--- src/rtl/uart_cfg_sequencer_pkg.sv ---
// Shared definitions for the UART link-configuration sequencer.
//   uart_config_s   : {data_width, parity_mode, stop_bits}, 2 bits each
//   cfg_id_e        : packet identifier carried in the low two bits of a packet
//   cfg_seq_state_e : sequencer FSM states
//   CFG_DEFAULT     : link settings in force out of reset (8N1)
//   ACKN_PKT/SYN_PKT: control bytes seen on the RX path
//   assemble_packet : builds {4'b0, option, id}
//   select_option   : picks the option field that belongs to a packet id
package uart_cfg_sequencer_pkg;

    typedef struct packed {
        logic [1:0] data_width;
        logic [1:0] parity_mode;
        logic [1:0] stop_bits;
    } uart_config_s;

    typedef enum logic [1:0] {
        ID_DATA_WIDTH = 2'd0,
        ID_PARITY     = 2'd1,
        ID_STOP_BITS  = 2'd2,
        ID_END_CFG    = 2'd3
    } cfg_id_e;

    typedef enum logic [2:0] {
        IDLE,
        SEND,
        WAIT_ACK,
        DONE,
        ERROR
    } cfg_seq_state_e;

    localparam uart_config_s CFG_DEFAULT = '{data_width: 2'b11, parity_mode: 2'b00, stop_bits: 2'b00};

    localparam logic [7:0] ACKN_PKT = 8'hFF;
    localparam logic [7:0] SYN_PKT  = 8'h16;

    function automatic logic [7:0] assemble_packet(input cfg_id_e id, input logic [1:0] option);
        return {4'b0000, option, id};
    endfunction

    // END_CFG carries no option; it always goes out with 2'b00.
    function automatic logic [1:0] select_option(input uart_config_s cfg, input cfg_id_e id);
        logic [1:0] opt;
        case (id)
            ID_DATA_WIDTH: opt = cfg.data_width;
            ID_PARITY:     opt = cfg.parity_mode;
            ID_STOP_BITS:  opt = cfg.stop_bits;
            default:       opt = 2'b00;
        endcase
        return opt;
    endfunction

endpackage

--- src/rtl/uart_cfg_sequencer_timer.sv ---
// cfg_timeout_timer: ACK wait timer for the configuration sequencer.
//   clk, rst : clock, asynchronous active-high reset
//   clear    : restart counting from zero (packet accepted by TX)
//   enable   : count while waiting for the acknowledge
//   expire   : high while enabled and the count sits at TIMEOUT_CYCLES-1
// The count saturates at TIMEOUT_CYCLES-1; the sequencer always leaves the
// wait state on expiry and clears the timer on the next accept, so it never wraps.
module cfg_timeout_timer #(
    parameter int TIMEOUT_CYCLES = 100000
) (
    input  logic clk,
    input  logic rst,
    input  logic clear,
    input  logic enable,
    output logic expire
);

    localparam int TIMER_W = (TIMEOUT_CYCLES > 1) ? $clog2(TIMEOUT_CYCLES) : 1;
    localparam logic [TIMER_W-1:0] LAST = TIMER_W'(TIMEOUT_CYCLES - 1);

    logic [TIMER_W-1:0] count;

    always_ff @(posedge clk or posedge rst) begin
        if (rst) begin
            count <= '0;
        end else if (clear) begin
            count <= '0;
        end else if (enable && (count != LAST)) begin
            count <= count + 1'b1;
        end
    end

    assign expire = enable && (count == LAST);

endmodule

--- src/rtl/uart_cfg_sequencer.sv ---
// uart_cfg_sequencer: negotiates a new UART link configuration with the
// remote host. A request sends DATA_WIDTH, PARITY, STOP_BITS and END_CFG
// packets, each waiting for ACKN_PKT with timeout-driven resends. The new
// settings appear on cfg_applied_o only once END_CFG is acknowledged.
//   clk_i, rst_i   : clock, asynchronous active-high reset
//   cfg_req_i      : start request, sampled only when idle
//   cfg_i          : configuration to negotiate
//   busy_o         : negotiation in progress
//   cfg_done_o     : one-cycle pulse, all packets acknowledged
//   cfg_error_o    : one-cycle pulse, retries exhausted
//   cfg_applied_o  : configuration currently in force
//   tx_data_o/tx_valid_o/tx_ready_i : packet byte stream to the TX path
//   rx_data_i/rx_valid_i            : byte strobe from the RX path
module uart_cfg_sequencer
    import uart_cfg_sequencer_pkg::*;
#(
    parameter int TIMEOUT_CYCLES = 100000,
    parameter int MAX_RETRY      = 3
) (
    input  logic         clk_i,
    input  logic         rst_i,
    input  logic         cfg_req_i,
    input  uart_config_s cfg_i,
    output logic         busy_o,
    output logic         cfg_done_o,
    output logic         cfg_error_o,
    output uart_config_s cfg_applied_o,
    output logic [7:0]   tx_data_o,
    output logic         tx_valid_o,
    input  logic         tx_ready_i,
    input  logic [7:0]   rx_data_i,
    input  logic         rx_valid_i
);

    localparam int RETRY_W = (MAX_RETRY > 0) ? $clog2(MAX_RETRY + 1) : 1;
    localparam logic [RETRY_W-1:0] RETRY_LIMIT = RETRY_W'(MAX_RETRY);

    cfg_seq_state_e     state;
    cfg_id_e            idx;
    cfg_id_e            next_idx;
    logic [1:0]         idx_inc;
    logic [RETRY_W-1:0] retry;
    uart_config_s       shadow;
    logic [7:0]         next_packet;

    logic tx_accept;
    logic ack_seen;
    logic timer_expire;

    // tx_valid_o is always high in SEND, so ready alone marks the handshake.
    assign tx_accept = (state == SEND) && tx_valid_o && tx_ready_i;

    // ACKs outside WAIT_ACK are stale or early and must not advance anything.
    assign ack_seen = (state == WAIT_ACK) && rx_valid_i && (rx_data_i == ACKN_PKT);

    always_comb begin
        idx_inc     = idx + 2'd1;
        next_idx    = cfg_id_e'(idx_inc);
        next_packet = assemble_packet(next_idx, select_option(shadow, next_idx));
    end

    cfg_timeout_timer #(
        .TIMEOUT_CYCLES(TIMEOUT_CYCLES)
    ) u_timer (
        .clk    (clk_i),
        .rst    (rst_i),
        .clear  (tx_accept),
        .enable (state == WAIT_ACK),
        .expire (timer_expire)
    );

    always_ff @(posedge clk_i or posedge rst_i) begin
        if (rst_i) begin
            state         <= IDLE;
            idx           <= ID_DATA_WIDTH;
            retry         <= '0;
            shadow        <= CFG_DEFAULT;
            busy_o        <= 1'b0;
            cfg_done_o    <= 1'b0;
            cfg_error_o   <= 1'b0;
            cfg_applied_o <= CFG_DEFAULT;
            tx_data_o     <= 8'h00;
            tx_valid_o    <= 1'b0;
        end else begin
            cfg_done_o  <= 1'b0;
            cfg_error_o <= 1'b0;
            case (state)
                IDLE: begin
                    busy_o <= 1'b0;
                    if (cfg_req_i) begin
                        shadow     <= cfg_i;
                        idx        <= ID_DATA_WIDTH;
                        retry      <= '0;
                        busy_o     <= 1'b1;
                        tx_valid_o <= 1'b1;
                        tx_data_o  <= assemble_packet(ID_DATA_WIDTH, cfg_i.data_width);
                        state      <= SEND;
                    end
                end
                SEND: begin
                    if (tx_ready_i) begin
                        tx_valid_o <= 1'b0;
                        state      <= WAIT_ACK;
                    end
                end
                WAIT_ACK: begin
                    // The ACK branch is tested first so an ACK on the expiry cycle wins.
                    if (ack_seen) begin
                        if (idx == ID_END_CFG) begin
                            state <= DONE;
                        end else begin
                            idx        <= next_idx;
                            retry      <= '0;
                            tx_valid_o <= 1'b1;
                            tx_data_o  <= next_packet;
                            state      <= SEND;
                        end
                    end else if (timer_expire) begin
                        if (retry == RETRY_LIMIT) begin
                            state <= ERROR;
                        end else begin
                            // Resend the same packet; tx_data_o still holds it.
                            retry      <= retry + 1'b1;
                            tx_valid_o <= 1'b1;
                            state      <= SEND;
                        end
                    end
                end
                DONE: begin
                    cfg_applied_o <= shadow;
                    cfg_done_o    <= 1'b1;
                    state         <= IDLE;
                end
                ERROR: begin
                    cfg_error_o <= 1'b1;
                    state       <= IDLE;
                end
                default: begin
                    state <= IDLE;
                end
            endcase
        end
    end

endmodule

--- config.mk ---
export PLATFORM = sky130hd
export DESIGN_NAME = uart_cfg_sequencer
export DESIGN_NICKNAME = d
export VERILOG_FILES = /design/src/rtl/uart_cfg_sequencer_pkg.sv /design/src/rtl/uart_cfg_sequencer_timer.sv /design/src/rtl/uart_cfg_sequencer.sv
export SDC_FILE = /design/constraint.sdc
export NUM_CORES = 1
export LEC_CHECK = 0
export BUFFER_PORTS_ARGS = -buffer_cell sky130_fd_sc_hd__buf_2
export CORE_ASPECT_RATIO = 0.8
export CORE_UTILIZATION = 35
export DETAILED_ROUTE_END_ITERATION = 8
export GPL_TIMING_DRIVEN = 0
export PLACE_DENSITY = 0.55
export SLEW_MARGIN = 20
export SYNTH_ARGS = -nofsm -noshare
export SYNTH_HDL_FRONTEND = slang
export SYNTH_SLANG_ARGS = --single-unit
--- constraint.sdc ---
create_clock -name clk_i -period 2.54 [get_ports clk_i]
set_input_delay 0.254 -clock clk_i [delete_from_list [all_inputs] [get_ports clk_i]]
set_output_delay 0.254 -clock clk_i [all_outputs]
set_load 0.05 [all_outputs]
==> impl_metrics.csv <==
group,metric,value,unit
cts,cts_tree,"done",
cts,cts_made_buffers,5,
flow_run,maxCapViolCount,0,
floorplanning,rows,25,
global_route,grt_pass1_wl,7376,um
worst_setup_path,critical_path.slowest_cell,"or4b_1",
global_route,first_global_vias,1507,
floorplanning,die_w,90.08,um
power,power_density,1038,nW/um^2
cts,clkSlewWorstSetupHoldPaths,0.08,ns
global_route,grt_usage,0.1457,
cts,clkLatencyLatePin,0.30,ns
floorplanning,fp.coreArea,5943,um^2
worst_setup_path,crit_chain,"or4b_1 > or4_4 > buf_6 > o21ai_4 > nor3_2 > mux2_4",
cts,clock_sinks,42,
routing,drt-initial-drc-count,83,
floorplanning,dieArea,6527,um^2
final_layout,fin_util,0.4373,
worst_setup_path,arrival,2.54,ns
routing,detail_route.wl_per_cell,12.75,um
placed_design,place_congestion,0.7445,
synthesis,ys_seq_area_frac,0.4862,
worst_setup_path,timing.rr.start,"u_timer.count[5]",
power,vdd_drop_max,0.0006286,V
floorplanning,start_util,0.3655,
worst_setup_path,cp_max_fo,10,
synthesis,synth-edff-count,0,
worst_setup_path,reg2reg_to,"u_timer.count[5]",
global_route,grt_antenna_before_repair,0,
synthesis,yosys-top-cells-area,"dfrtp_1 (44%), nand2_1 (5.2%), dfstp_2 (4.8%)",
worst_setup_path,cp-end-kind,"register",
sta,worstMarginPinSlew,0.6358,ns
cts,cts_buffer_depth,2,
sta,fin_crit_sh,0.9270,
sta,skew,0.006870,ns
global_route,grt_max_degree,25,
synthesis,synth_seq_cells,42,
placed_design,place_hpwl,3103,um
final_layout,drive_above_1_share,0.2664,
sta,slew_viol_final,0,
final_layout,area_growth,19.64,%
worst_setup_path,crit_path_start_kind,"register",
sta,fin_crit,2.355,ns
worst_setup_path,cpPeakStageDelay,0.54,ns
routing,viasPerCell,4.785,
worst_hold_path,hold_depth,2,
worst_setup_path,path_class,"register to register",
power,leakage,0.001198,uW
placed_design,numPortBuffers,32,
global_route,gr-total-overflow,0,
worst_setup_path,r2r_setup_slack,0.19,ns
routing,ant_nets,0,
routing,route.detailed.drc,0,
worst_setup_path,required,2.73,ns
final_layout,fillers,597,
routing,vias,1627,
worst_hold_path,hp-start,"cfg_i[3]",
synthesis,ys_warn_count,0,
worst_hold_path,hold_class,"primary input to register",
sta,hold_viol,0,
synthesis,synth_top_cell_by_area,"dfrtp_1",
synthesis,synth_top_area_share,0.4378,
sta,maxSlewHeadroom,0.5743,
sta,rsz0062_at_grt,"no",
final_layout,final_common_cell,"dfrtp_1",
worst_setup_path,reg2regPathDepth,6,
sta,hold-worst-slack,0.1801,ns
synthesis,synth_area,2172,um^2
synthesis,synthArstFlopShare,1.000,
floorplanning,die_h,72.46,um
run_status,status,"completed",
routing,drt_pass1_iterations,4,
floorplanning,ioPinCount,37,
cts,h-tree-depth,2,
final_layout,diodes,0,
final_layout,finalNetCount,283,
synthesis,postSynthCellCount,214,
final_layout,final_cell_mix,"dfrtp_1 (38), buf_2 (32), nand2_1 (30)",
cts,root_buffer,"clkbuf_8",
sta,fin_setup_tns,0,ns
worst_hold_path,hold_path_end,"shadow[3]",
synthesis,synth_ff_type,"dfrtp_1",
synthesis,avgSynthCellArea,10.15,um^2
final_layout,fin_cells,340,
sta,fmax,0.4247,GHz
routing,totalWireLength,4336,um
sta,setup_viol,0,
placed_design,placedCellCount,331,
synthesis,synth_cell_types,43,
worst max-delay path: cells and delay by family, from the launching register on:
family / cells / cell delay (ns)
AO/OA/AOI/OAI: 1 / 0.23
multiplexers: 1 / 0.30
AND/OR/NAND/NOR: 3 / 1.15
flip-flops: 1 / 0.42
buffers and inverters: 1 / 0.16
synthesized netlist by cell type (2+ instances only):
| cell type | number |
|---|---|
| or3_1 | 4 |
| mux2i_1 | 5 |
| nand3_1 | 9 |
| inv_1 | 9 |
| nor3b_1 | 3 |
| o21ai_1 | 2 |
| a21oi_1 | 3 |
| xor2_1 | 5 |
| nor3_1 | 3 |
| or4b_1 | 2 |
| clkbuf_1 | 5 |
| nand2_1 | 30 |
| and3_1 | 4 |
| nand2b_1 | 3 |
| nor4b_1 | 4 |
| mux2_2 | 9 |
| dfstp_2 | 4 |
| a222oi_1 | 2 |
| o31ai_1 | 3 |
| nand4_1 | 3 |
| nand3b_1 | 3 |
| o31a_1 | 2 |
| o21ai_0 | 4 |
| dfrtp_1 | 38 |
| buf_4 | 4 |
| ha_1 | 6 |
| nor2_1 | 23 |
| xnor2_1 | 7 |
kinds of logic after synthesis:
| group | count (synthesis) | synth area share |
|---|---|---|
| AO/OA/AOI/OAI | 20 | 0.06740 |
| XOR/XNOR | 12 | 0.04839 |
| adder cells (fa/ha/maj) | 6 | 0.03456 |
| buffers and inverters | 19 | 0.04320 |
| flip-flops | 42 | 0.4862 |
| multiplexers | 15 | 0.07661 |
| other | 1 | 0.001726 |
| AND/OR/NAND/NOR | 99 | 0.2419 |
area by class of cell:
type	instances	area [um^2]	area share
plain buffers	10	60.06	0.02311
clock buffers	8	110.1	0.04237
inverters	9	33.78	0.01300
repair buffers	34	190.2	0.07318
multi-input cells	156	1047	0.4030
well taps	81	101.3	0.03900
flip-flops and latches	42	1056	0.4064
report_power, final:
group	switching (uW)	internal, uW	leakage [uW]	total (uW)
combinational	759	391	0.000600	1150
clock	234	275	0.0000575	509
sequential	143	897	0.000540	1040
what timing repair did:
item                                    4_1_cts  5_1_grt
hold buffers                                  1        0
hold endpoints to repair                     18        0
buffers inserted                              0        0
resized for setup                             0        1
endpoints found under the setup margin        0        3
layer usage:
layer / wire [um] / global-route usage
met4: 66 / 0.06452
met2: 1699 / 0.2027
met3: 182 / 0.03669
met1: 2387 / 0.2129
met5: 0 / 0
stage by stage:
stage / setup slack, ns / total power, uW / area, um^2
after floorplan: 0.3070 / 1929 / 2183
after global placement: -0.06280 / 2185 / 2445
after detailed placement: 0.08659 / 2201 / 2470
after CTS: 0.07330 / 2721 / 2590
after global routing: 0.07011 / 2892 / 2599
final: 0.1853 / 2699 / 2599
registers in the layout (all words and copies together) (netlist names):
register       cells
u_timer.count     17
cfg_applied_o      6
shadow             6
state              3
tx_data_o          3
retry              2
busy_o             1
cfg_done_o         1
cfg_error_o        1
idx                1
tx_valid_o         1
how the worst max path moves through the flow:
stage | from | to | depth (start not counted) | slack (ns)
6_report | u_timer.count[5] | u_timer.count[5] | 6 | 0.19
5_1_grt | state[0] | u_timer.count[7] | 5 | 0.07
4_1_cts | state[1] | tx_data_o[2] | 5 | 0.07
3_5_place_dp | state[1] | tx_data_o[2] | 5 | 0.09
3_3_place_gp | state[0] | u_timer.count[6] | 5 | -0.06
2_1_floorplan | u_timer.count[5] | u_timer.count[5] | 6 | 0.31
(Power assumes the default switching activity.)
